<file path="src/rtl/aes_pkg.sv">
// Shared definitions for the AES MixColumns datapath: mode encoding,
// engine FSM states and the GF(2^8) doubling helper.
package aes_pkg;

  localparam logic MODE_FWD = 1'b0;
  localparam logic MODE_INV = 1'b1;

  // Low byte of the AES field polynomial x^8+x^4+x^3+x+1.
  localparam logic [7:0] AES_POLY = 8'h1b;

  typedef enum logic [1:0] {
    IDLE = 2'd0,
    BUSY = 2'd1,
    DONE = 2'd2
  } mix_state_t;

  // Multiply by x (i.e. by 2) in GF(2^8).
  function automatic logic [7:0] xtime(input logic [7:0] x);
    return {x[6:0], 1'b0} ^ (x[7] ? AES_POLY : 8'h00);
  endfunction

endpackage

</file>
<file path="src/rtl/aes_mixcol_column.sv">
// Combinational single-column MixColumns / InvMixColumns transform.
// Byte a is the MSB of the 32-bit column.
module aes_mixcol_column
  import aes_pkg::*;
(
  input  logic        mode,
  input  logic [31:0] col_in,
  output logic [31:0] col_out
);

  logic [7:0] s  [4];
  logic [7:0] x2 [4];
  logic [7:0] x4 [4];
  logic [7:0] x8 [4];
  logic [7:0] m3 [4];
  logic [7:0] m9 [4];
  logic [7:0] mb [4];
  logic [7:0] md [4];
  logic [7:0] me [4];
  logic [31:0] fwd_col;
  logic [31:0] inv_col;

  // Per-byte multiples; the inverse coefficients all decompose into x, 2x, 4x, 8x.
  always_comb begin
    for (int i = 0; i < 4; i++) begin
      s[i]  = col_in[31-8*i -: 8];
      x2[i] = xtime(s[i]);
      x4[i] = xtime(x2[i]);
      x8[i] = xtime(x4[i]);
      m3[i] = x2[i] ^ s[i];
      m9[i] = x8[i] ^ s[i];
      mb[i] = x8[i] ^ x2[i] ^ s[i];
      md[i] = x8[i] ^ x4[i] ^ s[i];
      me[i] = x8[i] ^ x4[i] ^ x2[i];
    end
  end

  // Circulant matrix rows {02,03,01,01} and {0e,0b,0d,09}, rotated per output byte.
  always_comb begin
    fwd_col = {x2[0] ^ m3[1] ^ s[2]  ^ s[3],
               s[0]  ^ x2[1] ^ m3[2] ^ s[3],
               s[0]  ^ s[1]  ^ x2[2] ^ m3[3],
               m3[0] ^ s[1]  ^ s[2]  ^ x2[3]};
    inv_col = {me[0] ^ mb[1] ^ md[2] ^ m9[3],
               m9[0] ^ me[1] ^ mb[2] ^ md[3],
               md[0] ^ m9[1] ^ me[2] ^ mb[3],
               mb[0] ^ md[1] ^ m9[2] ^ me[3]};
    col_out = (mode == MODE_INV) ? inv_col : fwd_col;
  end

endmodule

</file>
<file path="src/rtl/aes_mixcol_engine.sv">
// Handshaked MixColumns engine: accepts a 128-bit state, transforms
// COLS_PER_CYCLE columns per clock starting at column 0, and holds the
// result in an output register until the consumer takes it.
//
// state | meaning
// IDLE  | waiting for a block, in_ready high
// BUSY  | transforming columns, one beat per clock
// DONE  | result presented; may accept the next block on handoff
module aes_mixcol_engine
  import aes_pkg::*;
#(
  parameter int COLS_PER_CYCLE = 1
) (
  input  logic         clk,
  input  logic         rst_n,
  input  logic         in_valid,
  output logic         in_ready,
  input  logic         in_mode,
  input  logic [127:0] in_data,
  output logic         out_valid,
  input  logic         out_ready,
  output logic [127:0] out_data,
  output logic         out_mode,
  output logic         busy
);

  localparam int NBEATS = 4 / COLS_PER_CYCLE;
  localparam int BW     = (NBEATS > 1) ? $clog2(NBEATS) : 1;
  localparam logic [BW-1:0] LAST_BEAT = BW'(NBEATS - 1);

  if (!(COLS_PER_CYCLE == 1 || COLS_PER_CYCLE == 2 || COLS_PER_CYCLE == 4)) begin : g_bad_cols
    $error("aes_mixcol_engine: COLS_PER_CYCLE must be 1, 2 or 4");
  end

  mix_state_t  state;
  logic [31:0] work_cols [4];
  logic [31:0] res_cols  [4];
  logic        mode_q;
  logic        out_mode_q;
  logic        out_valid_q;
  logic        busy_q;
  logic [BW-1:0] beat_cnt;
  logic        accept;
  logic [1:0]  col_idx [COLS_PER_CYCLE];
  logic [31:0] col_in  [COLS_PER_CYCLE];
  logic [31:0] col_out [COLS_PER_CYCLE];

  assign in_ready  = (state == IDLE) || ((state == DONE) && out_ready);
  assign accept    = in_valid && in_ready;
  assign out_valid = out_valid_q;
  assign out_mode  = out_mode_q;
  assign busy      = busy_q;
  assign out_data  = {res_cols[0], res_cols[1], res_cols[2], res_cols[3]};

  // Column select for the current beat: columns beat*C .. beat*C+C-1.
  always_comb begin
    for (int i = 0; i < COLS_PER_CYCLE; i++) begin
      col_idx[i] = 2'(int'(beat_cnt) * COLS_PER_CYCLE + i);
      col_in[i]  = work_cols[col_idx[i]];
    end
  end

  for (genvar g = 0; g < COLS_PER_CYCLE; g++) begin : g_col
    aes_mixcol_column u_col (
      .mode    (mode_q),
      .col_in  (col_in[g]),
      .col_out (col_out[g])
    );
  end

  // Engine FSM with registered handshake/status outputs and datapath registers.
  always_ff @(posedge clk or negedge rst_n) begin
    if (!rst_n) begin
      state       <= IDLE;
      mode_q      <= MODE_FWD;
      out_mode_q  <= MODE_FWD;
      out_valid_q <= 1'b0;
      busy_q      <= 1'b0;
      beat_cnt    <= '0;
      for (int k = 0; k < 4; k++) begin
        work_cols[k] <= '0;
        res_cols[k]  <= '0;
      end
    end else begin
      case (state)
        IDLE: begin
          if (accept) begin
            for (int k = 0; k < 4; k++) work_cols[k] <= in_data[127-32*k -: 32];
            mode_q   <= in_mode;
            beat_cnt <= '0;
            busy_q   <= 1'b1;
            state    <= BUSY;
          end
        end
        BUSY: begin
          for (int i = 0; i < COLS_PER_CYCLE; i++) res_cols[col_idx[i]] <= col_out[i];
          if (beat_cnt == LAST_BEAT) begin
            beat_cnt    <= '0;
            out_valid_q <= 1'b1;
            out_mode_q  <= mode_q;
            state       <= DONE;
          end else begin
            beat_cnt <= beat_cnt + 1'b1;
          end
        end
        DONE: begin
          if (out_ready) begin
            out_valid_q <= 1'b0;
            if (accept) begin
              // Handoff and next capture share this edge: no bubble.
              for (int k = 0; k < 4; k++) work_cols[k] <= in_data[127-32*k -: 32];
              mode_q   <= in_mode;
              beat_cnt <= '0;
              state    <= BUSY;
            end else begin
              busy_q <= 1'b0;
              state  <= IDLE;
            end
          end
        end
        default: begin
          out_valid_q <= 1'b0;
          busy_q      <= 1'b0;
          state       <= IDLE;
        end
      endcase
    end
  end

endmodule

</file>
<file path="config.mk">
export PLATFORM = sky130hd
export DESIGN_NAME = aes_mixcol_engine
export DESIGN_NICKNAME = d
export VERILOG_FILES = /design/src/rtl/aes_pkg.sv /design/src/rtl/aes_mixcol_column.sv /design/src/rtl/aes_mixcol_engine.sv
export SDC_FILE = /design/constraint.sdc
export NUM_CORES = 1
export LEC_CHECK = 0
export BUFFER_PORTS_ARGS = -buffer_cell sky130_fd_sc_hd__buf_2
export CAP_MARGIN = 5
export CORE_MARGIN = 2
export CORE_UTILIZATION = 33
export DETAILED_ROUTE_END_ITERATION = 10
export HOLD_SLACK_MARGIN = 0.08
export PLACE_DENSITY = 0.55
export SETUP_SLACK_MARGIN = 0.05
export SYNTH_ARGS = -nofsm -noshare
export SYNTH_HDL_FRONTEND = slang
export SYNTH_HIERARCHICAL = 1
export SYNTH_SLANG_ARGS = --single-unit
</file>
<file path="constraint.sdc">
create_clock -name clk -period 6 [get_ports clk]
set_input_delay 1.2 -clock clk [delete_from_list [all_inputs] [get_ports clk]]
set_output_delay 1.2 -clock clk [all_outputs]
set_load 0.05 [all_outputs]
</file>
==> impl_metrics.json <==
{
  "setup_viol": 0,
  "max_slew_margin_pct": 36.25,
  "grtUsageMet1_pct": 22.20,
  "drc": 0,
  "postCtsResizedCells": 0,
  "vias_per_cell": 4.689,
  "crit_fanout": 20,
  "rows": 74,
  "whs_path_depth": 1,
  "rsz0062_at_grt": "false",
  "cts_tree": "built",
  "clock-root-buffer": "clkbuf_16",
  "cts_made_buffers": 30,
  "final_util_pct": 39.50,
  "synth_warnings": 6,
  "whs_ns": 0.4799,
  "grt.total_usage_pct": 16.53,
  "synth_cells": 915,
  "final_common_cell": "buf_2",
  "io_buffers": 264,
  "status": "complete, no violations",
  "wl_mm": 35.68,
  "hp-class": "flop to flop",
  "cts_max_path_buffers": 3,
  "busiest_layer": "met2",
  "cp.arrival_ns": 4.66,
  "numClockSinks": 264,
  "skew_ns": 0.03087,
  "hold_buffers": 0,
  "first_global_vias": 8512,
  "syn-num-nets": 1052,
  "dp_hpwl_mm": 26.28,
  "grt_pass1_wl_mm": 54.70,
  "syn_to_final_growth_pct": 18.09,
  "core_area_um2": 40920,
  "worstSetupEndpointType": "flop",
  "placedCellCount": 1655,
  "fp.dieH_um": 207.7,
  "final_cell_mix": "buf_2 (263), dfrtp_1 (262), xnor2_1 (155)",
  "synth_cell_types": 38,
  "io_pins": 265,
  "antenna_found_initial": 16,
  "grt_max_degree": 139,
  "synth_edf_count": 0,
  "drtIter0Drc": 397,
  "start_util_pct": 33.45,
  "synth-main-ff-cell": "dfrtp_1",
  "fmax_mhz": 240.3,
  "fill_cells": 3914,
  "synth_area_um2": 13690,
  "cts-htree-levels": 1,
  "vias": 8027,
  "drt-pass1-iter-count": 4,
  "startpoint_type": "flop",
  "reg2regPathDepth": 9,
  "fin_tns_setup_ns": 0,
  "place.gp.congestion": 0.8301,
  "drive_above_1_share_pct": 44.17,
  "fp.dieW_um": 207.7,
  "slew_viol_final": 0,
  "die-area_um2": 43130,
  "final_cells": 1712,
  "syn_area_per_cell_um2": 14.96,
  "clkSlewWorstSetupHoldPaths_ns": 0.06,
  "post_cts_buffers": 0,
  "synth_seq_cells": 264,
  "clock_latency_ns": 0.58,
  "overflow": 0,
  "tightest_slew_ns": 0.9563,
  "period_needed_ns": 4.161,
  "worstSetupPathType": "flop to flop",
  "ant_nets": 0,
  "met2_usage_pct": 26.31,
  "async_flop_share_pct": 100.0,
  "met3_usage_pct": 5.204,
  "routedWlPerCell_um": 20.84,
  "finalHoldViolCount": 0,
  "yosysSeqAreaShare_pct": 48.25,
  "max-cap-violations": 0,
  "finalCritPeriodShare_pct": 69.35,
  "layout.nets": 1292,
  "cp.required_ns": 6.50
}
[final timing paths]
| kind | startpoint | to | slack [ns] |
|---|---|---|---|
| max reg2reg | beat_cnt[0]$_DFFE_PN0P_ | out_data[124]$_DFFE_PN0P_ | 1.84 |
| max | beat_cnt[0]$_DFFE_PN0P_ | out_data[124]$_DFFE_PN0P_ | 1.84 |
| max in group asynchronous | rst_n | out_data[83]$_DFFE_PN0P_ | 4.17 |
| min in group asynchronous | rst_n | out_data[119]$_DFFE_PN0P_ | 0.58 |
| min reg2reg | work_cols[56]$_DFFE_PN0P_ | work_cols[56]$_DFFE_PN0P_ | 0.48 |
| min | work_cols[56]$_DFFE_PN0P_ | work_cols[56]$_DFFE_PN0P_ | 0.48 |
[cell usage after synthesis, types with 11 or more instances]
| cell | n | area, um2 |
|---|---|---|
| dfrtp_1 | 264 | 6606 |
| xnor2_1 | 155 | 1358 |
| mux2_2 | 140 | 1577 |
| mux2_1 | 118 | 1329 |
| xor2_1 | 41 | 359.1 |
| mux4_2 | 32 | 720.7 |
| buf_6 | 15 | 168.9 |
| clkbuf_1 | 13 | 48.80 |
| buf_2 | 12 | 60.06 |
| nand2_1 | 12 | 45.04 |
| nor2_1 | 12 | 45.04 |
| xnor2_2 | 11 | 178.9 |
[layer usage]
metal | vias up | routed length, um
met5 | - | 136
met4 | 22 | 744
met3 | 70 | 2381
met2 | 200 | 16640
met1 | 4086 | 15780
li1 | 3649 | -
[registers in the layout, summed over array words and instances (netlist names)]
name,cells
out_valid,1
beat_cnt,2
busy,1
state,2
out_data,128
work_cols,128
out_mode,1
mode_q,1
[cells by family after synthesis]
family,count (synthesis),share of synthesized area (%)
mux,298,27.10
flops,264,48.25
xor+xnor,230,17.73
buf+inv,65,4.259
simple gates,36,1.526
compound gates,18,0.7677
fa+ha+maj,4,0.3656
[per-stage QoR]
stage	setup WS, ns	area, um2
floorplan	2.719	13690
global route	1.557	16160
CTS	1.696	16150
detailed placement	1.741	15190
global placement	1.821	15190
finish	1.839	16170
[worst max-delay path, cell delays in order (launching register included)]
cell and delay [ns]:
dfrtp_2 0.77, buf_4 0.33, mux4_2 0.71, xnor2_4 0.40, xor3_2 0.48, xnor2_2 0.34
xnor2_1 0.20, a21oi_2 0.12, xnor2_1 0.45, mux2_2 0.25
[final cells by class]
type	instances	area [um2]	share of cell area [%]
inverter	3	11.26	0.06965
clock buffer	42	825.8	5.108
tap	532	665.6	4.117
timing repair buffer	270	1401	8.668
sequential	264	6609	40.88
clock inverter	10	140.1	0.8668
multi-input combinational	586	6501	40.21
antenna	5	12.51	0.07739
Power is left out: the tool's default activity adds up to more than one toggle a clock period on the data nets, which glitch-free logic cannot reach.
